### src/rtl/softmax_row_buffer.sv
// Row staging buffer for the softmax datapath: loads one row, tracks its max, replays it R times.
// Optional last-beat lane masking is enabled with `define SOFTMAX_ROWBUF_MASK_EN.

module softmax_rowbuf_lane #(
  parameter int FP_WIDTH = 32
) (
  input  logic [FP_WIDTH-1:0] val,
  input  logic                mask,
  output logic [FP_WIDTH-1:0] val_o,
  output logic [FP_WIDTH-1:0] key
);
  localparam logic [FP_WIDTH-1:0] NEG_INF  = FP_WIDTH'(32'hFF80_0000);
  localparam logic [FP_WIDTH-1:0] SIGN_BIT = {1'b1, {(FP_WIDTH-1){1'b0}}};

  assign val_o = mask ? NEG_INF : val;
  // Monotone unsigned key: negatives invert, positives get the top bit set.
  assign key   = val[FP_WIDTH-1] ? ~val : (val | SIGN_BIT);
endmodule

module softmax_row_buffer #(
  parameter int DataWidth = 128,
  parameter int FP_WIDTH  = 32,
  parameter int PE_NUM    = DataWidth / FP_WIDTH,
  parameter int MAX_BEATS = 32
) (
  input  logic                 clk_i,
  input  logic                 rst_i,
  input  logic                 ext_start_i,
  input  logic [31:0]          ext_csr_i_0,
  input  logic                 ext_data_i_valid,
  output logic                 ext_data_i_ready,
  input  logic [DataWidth-1:0] ext_data_i_bits,
  output logic                 ext_data_o_valid,
  input  logic                 ext_data_o_ready,
  output logic [DataWidth-1:0] ext_data_o_bits,
  output logic [FP_WIDTH-1:0]  ext_max_o,
  output logic                 ext_last_o,
  output logic                 ext_busy_o,
  output logic                 ext_err_o
);
  localparam int PW = (MAX_BEATS > 1) ? $clog2(MAX_BEATS) : 1;
  localparam logic [15:0] MAX_N = 16'(MAX_BEATS);

  localparam logic [1:0] IDLE  = 2'd0;
  localparam logic [1:0] FILL  = 2'd1;
  localparam logic [1:0] DRAIN = 2'd2;

  logic [1:0]          state;
  logic [PW-1:0]       wr_ptr, rd_ptr, n_last;
  logic [3:0]          pass_cnt, pass_last;
  logic [FP_WIDTH-1:0] run_max, run_key;
  logic                err_q;

  logic [DataWidth-1:0] buffer [MAX_BEATS];

  logic [PE_NUM-1:0][FP_WIDTH-1:0] lanes_in, lanes_w, lanes_key;
  logic [PE_NUM-1:0]               lane_mask;
  logic [FP_WIDTH-1:0]             beat_max, beat_key;

  logic [15:0] len;
  logic [3:0]  reps;
  logic        len_ok, start_ok, in_hs, out_hs, fill, drain;

  assign len      = ext_csr_i_0[15:0];
  assign reps     = ext_csr_i_0[19:16];
  assign len_ok   = (len != 16'd0) && (len <= MAX_N);
  assign start_ok = (state == IDLE) && ext_start_i && len_ok;
  assign fill     = (state == FILL);
  assign drain    = (state == DRAIN);
  assign in_hs    = fill && ext_data_i_valid;
  assign out_hs   = drain && ext_data_o_ready;

`ifdef SOFTMAX_ROWBUF_MASK_EN
  logic [7:0] lanes_q, lanes_raw, lanes_eff;
  logic       unused_csr;

  assign lanes_raw  = {3'b000, ext_csr_i_0[28:24]};
  assign lanes_eff  = (lanes_raw == 8'd0 || lanes_raw > 8'(PE_NUM)) ? 8'(PE_NUM) : lanes_raw;
  assign unused_csr = ^{ext_csr_i_0[31:29], ext_csr_i_0[23:20]};

  always_ff @(posedge clk_i) begin
    if (rst_i)         lanes_q <= 8'(PE_NUM);
    else if (start_ok) lanes_q <= lanes_eff;
  end

  // Only the final beat of the row carries padding lanes.
  always_comb begin
    lane_mask = '0;
    for (int i = 0; i < PE_NUM; i++)
      lane_mask[i] = (wr_ptr == n_last) && (8'(i) >= lanes_q);
  end
`else
  logic unused_csr;
  assign unused_csr = ^{ext_csr_i_0[31:20]};
  assign lane_mask  = '0;
`endif

  assign lanes_in = ext_data_i_bits;

  for (genvar g = 0; g < PE_NUM; g++) begin : g_lane
    softmax_rowbuf_lane #(.FP_WIDTH(FP_WIDTH)) u_lane (
      .val   (lanes_in[g]),
      .mask  (lane_mask[g]),
      .val_o (lanes_w[g]),
      .key   (lanes_key[g])
    );
  end

  // Strict greater-than keeps the lowest lane on ties; lane 0 is never masked.
  always_comb begin
    beat_max = lanes_in[0];
    beat_key = lanes_key[0];
    for (int i = 1; i < PE_NUM; i++) begin
      if (!lane_mask[i] && lanes_key[i] > beat_key) begin
        beat_max = lanes_in[i];
        beat_key = lanes_key[i];
      end
    end
  end

  always_ff @(posedge clk_i) begin
    if (in_hs) buffer[wr_ptr] <= lanes_w;
  end

  always_ff @(posedge clk_i) begin
    if (rst_i) begin
      state     <= IDLE;
      wr_ptr    <= '0;
      rd_ptr    <= '0;
      n_last    <= '0;
      pass_cnt  <= '0;
      pass_last <= '0;
      run_max   <= '0;
      run_key   <= '0;
      err_q     <= 1'b0;
    end else begin
      err_q <= 1'b0;
      case (state)
        IDLE: begin
          if (ext_start_i) begin
            if (len_ok) begin
              n_last    <= PW'(len - 16'd1);
              pass_last <= (reps == 4'd0) ? 4'd0 : reps - 4'd1;
              wr_ptr    <= '0;
              rd_ptr    <= '0;
              pass_cnt  <= '0;
              state     <= FILL;
            end else begin
              err_q <= 1'b1;
            end
          end
        end
        FILL: begin
          if (in_hs) begin
            wr_ptr <= wr_ptr + PW'(1);
            if (wr_ptr == '0 || beat_key > run_key) begin
              run_max <= beat_max;
              run_key <= beat_key;
            end
            if (wr_ptr == n_last) state <= DRAIN;
          end
        end
        DRAIN: begin
          if (out_hs) begin
            if (rd_ptr == n_last) begin
              rd_ptr   <= '0;
              pass_cnt <= pass_cnt + 4'd1;
              if (pass_cnt == pass_last) state <= IDLE;
            end else begin
              rd_ptr <= rd_ptr + PW'(1);
            end
          end
        end
        default: state <= IDLE;
      endcase
    end
  end

  // Outputs are gated so the unreset buffer never leaks out of IDLE/FILL.
  assign ext_data_i_ready = fill;
  assign ext_data_o_valid = drain;
  assign ext_data_o_bits  = drain ? buffer[rd_ptr] : '0;
  assign ext_max_o        = drain ? run_max : '0;
  assign ext_last_o       = drain && (rd_ptr == n_last);
  assign ext_busy_o       = (state != IDLE);
  assign ext_err_o        = err_q;
endmodule

### config.mk
export PLATFORM = sky130hd
export DESIGN_NAME = softmax_row_buffer
export DESIGN_NICKNAME = d
export VERILOG_FILES = /design/src/rtl/softmax_row_buffer.sv
export SDC_FILE = /design/constraint.sdc
export NUM_CORES = 2
export LEC_CHECK = 0
export CAP_MARGIN = 10
export CORE_MARGIN = 2
export CORE_UTILIZATION = 59
export CTS_CLUSTER_DIAMETER = 120
export DETAILED_ROUTE_END_ITERATION = 10
export HOLD_SLACK_MARGIN = 0.03
export PLACE_DENSITY = 0.85
export RECOVER_POWER = 100
export SLEW_MARGIN = 20
export SYNTH_ARGS = -nofsm -noshare
export SYNTH_HDL_FRONTEND = slang
export SYNTH_SLANG_ARGS = --single-unit
### constraint.sdc
create_clock -name clk_i -period 16 [get_ports clk_i]
set_input_delay 1.6 -clock clk_i [delete_from_list [all_inputs] [get_ports clk_i]]
set_output_delay 1.6 -clock clk_i [all_outputs]
set_load 0.01 [all_outputs]
==> results.txt <==
Status: finished with violations
Failing checks: max-capacitance violations, max-slew violations
First-pass GRT wire length: 709000 um
Post-synth EDFFs: 4096
Hold Vio Cnt, Final: 0
Total clock sinks: 4191
CP Buf/Inv Count: 8
Clock root cell: clkbuf_16
Hold-fix buffers, CTS: 0
Peak VDD IR: 0.151 mV
Largest cells by area after synthesis: edfxtp_1 74%, mux4_2 17%, mux2i_1 1.2%
Final setup vio count: 0
CP max stage delay: 1450 ps
Hold Slack: 466 ps
Syn Inst Count: 7327
Fin crit share: 0.918
Post-synthesis sequential area ratio: 0.755
Initial Utilization: 0.592
Commonest non-fill, non-tap cell in the layout: edfxtp_1
#FFs+latches synth: 4191
Rel. slew slack: -6.13
Pin count of the biggest net entering global routing: 170
Pwr Total: 0.0226 W
Critical path startpoint: ext_data_i_bits[63]
Setup bufs post-CTS: 0
Routed len/inst: 42.9 um
# Max-Cap Violations: 229
Total track usage: 0.362
Worst Tran Pin Value: 10690 ps
Fin Setup TNS: 0 ps
Worst-skew pair later-pin latency: 970 ps
Routability cong.: 0.954
Tmin final: 14690 ps
Area grow syn2layout: 12.5%
Top cell type's share of synthesized area: 0.744
RSZ-0062 raised after global routing: false
CTS H-Tree Depth: 5
Worst path arrival time: 15560 ps
Clk buf depth: 4
Vias in the first global route: 90000
Worst Setup End Kind: flip-flop
Most frequent cells in the layout: 4096 x edfxtp_1, 1280 x mux4_2, 399 x clkbuf_16
WL final: 514000 um
Area leader, netlist: edfxtp_1
Reg-to-Reg Start: state[0]$_SDFFE_PP0P_
YS warnings: 0
Achievable Freq: 0.0681 GHz
Pwr dens: 121 mW/mm2
Syn_nets: 7623
Clk slew on worst S/H paths: 70 ps
Asr flop ratio synth: 0
Primary FF master, synth: edfxtp_1
P_leak: 56.2 nW
Die width: 533 um
WP data required: 16870 ps
Final #Nets: 8232
Crit-path leading delay family: compound AO/OA/AOI/OAI gates
Crit start category: input pin
CTS tree: built
Min-delay src: run_key[1]$_SDFFE_PP0P_
Critical Setup Path Class: input pin to flip-flop
Slowest cell on crit path: clkbuf_1
Post-synth design cell area: 0.165 mm2
DR vias: 87600
Die Ht: 533 um
Row count: 194
TritonRoute pass-1 iters: 9
DIE AREA: 0.284 mm2
IO Count: 330
DRC errors left: 0
Core Region: 0.279 mm2
Initial antenna violation count: 24
Aggregate global routing overflow: 0
Max Slew Vio Count: 8464
Half-perimeter wire length after placement: 258000 um
Vias per std cell: 7.31
DR iter-0 viols: 15400
Synthesized area per cell: 22.6 um2
PostCTS Resize Cnt: 0
Port Buffers: 317
TritonCTS Buffers: 396
Worst hold-check path type: flip-flop to flip-flop
FILL cells: 16400
Ratio of cells with drive above 1 in the final layout: 0.234
Synth cell types: 63
Worst Path Max Fanout: 58
Antenna viol nets, final: 0
Clock Skew: 79.7 ps
worst paths after layout:
| path | to | slack [ps] | cells after the start |
|---|---|---|---|
| max | run_key[9]$_SDFFE_PP0P_ | 1310 | 46 |
| max reg2reg | buffer[24][71]$_DFFE_PP_ | 2620 | 6 |
| min reg2reg | run_key[1]$_SDFFE_PP0P_ | 470 | 2 |
| min | run_key[1]$_SDFFE_PP0P_ | 470 | 2 |
area by class of cell:
cell class | count | area (um2) | share of cell area
Sequential cell | 4191 | 125000 | 0.672
Antenna cell | 11 | 27.5 | 0.000148
Inverter | 82 | 308 | 0.00166
Multi-Input combinational cell | 2649 | 38600 | 0.208
Timing Repair Buffer | 616 | 4670 | 0.0251
Clock buffer | 458 | 10200 | 0.0550
Clock inverter | 244 | 2490 | 0.0134
Tap cell | 3724 | 4660 | 0.0251
worst register-to-register path, delay by kind of cell (launching register included):
family | cells | cell delay, ps
buf+inv | 2 | 9220
flops | 1 | 380
simple gates | 4 | 3220
registers in the layout, summed over array words and instances (netlist names), named ones only:
| name | flops |
|---|---|
| buffer | 4096 |
| ext_err_o | 1 |
| n_last | 5 |
| pass_cnt | 4 |
| pass_last | 4 |
| rd_ptr | 5 |
| run_key | 32 |
| run_max | 32 |
| state | 2 |
| wr_ptr | 5 |
Yosys cell counts (3+ instances only):
library cell / instances
a41oi_1: 3
xor2_1: 105
nor3_1: 41
mux4_2: 1280
and2_1: 37
a21o_1: 19
edfxtp_1: 4096
mux2i_1: 193
nand2_1: 104
buf_1: 83
nand2b_1: 5
a31oi_1: 4
o211ai_1: 4
buf_4: 4
nand3b_1: 5
o21ai_0: 83
nor2_1: 235
o31ai_1: 33
a311o_1: 32
o32a_1: 28
nor2b_1: 11
buf_6: 3
a21oi_1: 117
buf_2: 6
nand4_1: 27
nor4_1: 6
a211o_1: 3
dfxtp_1: 95
ha_1: 131
xnor2_1: 48
and3_1: 7
nand3_1: 46
clkbuf_1: 309
o22ai_1: 3
inv_1: 81
o21a_1: 6
routing by layer:
metal  up-vias  part of all wire  global-route usage
met5         -           0.00018                   0
li1      32200                 -                   -
met2      8634              0.48               0.581
met3      1873              0.14              0.0846
met1     44800              0.30               0.452
met4         8             0.079               0.225
kinds of logic (layout without fill, tap and decap cells):
logic type	Yosys count	count (layout)	synth area share
flops	4191	4191	0.755
mux	1473	1473	0.186
simple gates	534	534	0.0146
buf+inv	487	1400	0.0113
compound gates	355	355	0.0143
xor+xnor	155	155	0.00830
fa+ha+maj	132	132	0.00997
other cells	0	11	0
per-stage QoR:
step | std cells | utilization | instance area, um2 | worst slack, ps
floorplan | 7327 | - | 165000 | 4060
global route | 12000 | 0.666 | 186000 | 802
CTS | 12000 | 0.670 | 187000 | 2540
finish | 12000 | 0.666 | 186000 | 1310
detailed placement | 11300 | 0.625 | 174000 | 1720
global placement | 11300 | 0.625 | 174000 | 1860
report_power, final:
part	total, W	internal, W	switching (W)	leakage [nW]
Clock	0.00953	0.00527	0.00426	6.18
Combinational	0.000998	0.000281	0.000717	12.4
Sequential	0.0120	0.0120	0.000000176	37.6
Total	0.0226	0.0176	0.00498	56.2
(Power assumes the default switching activity.)
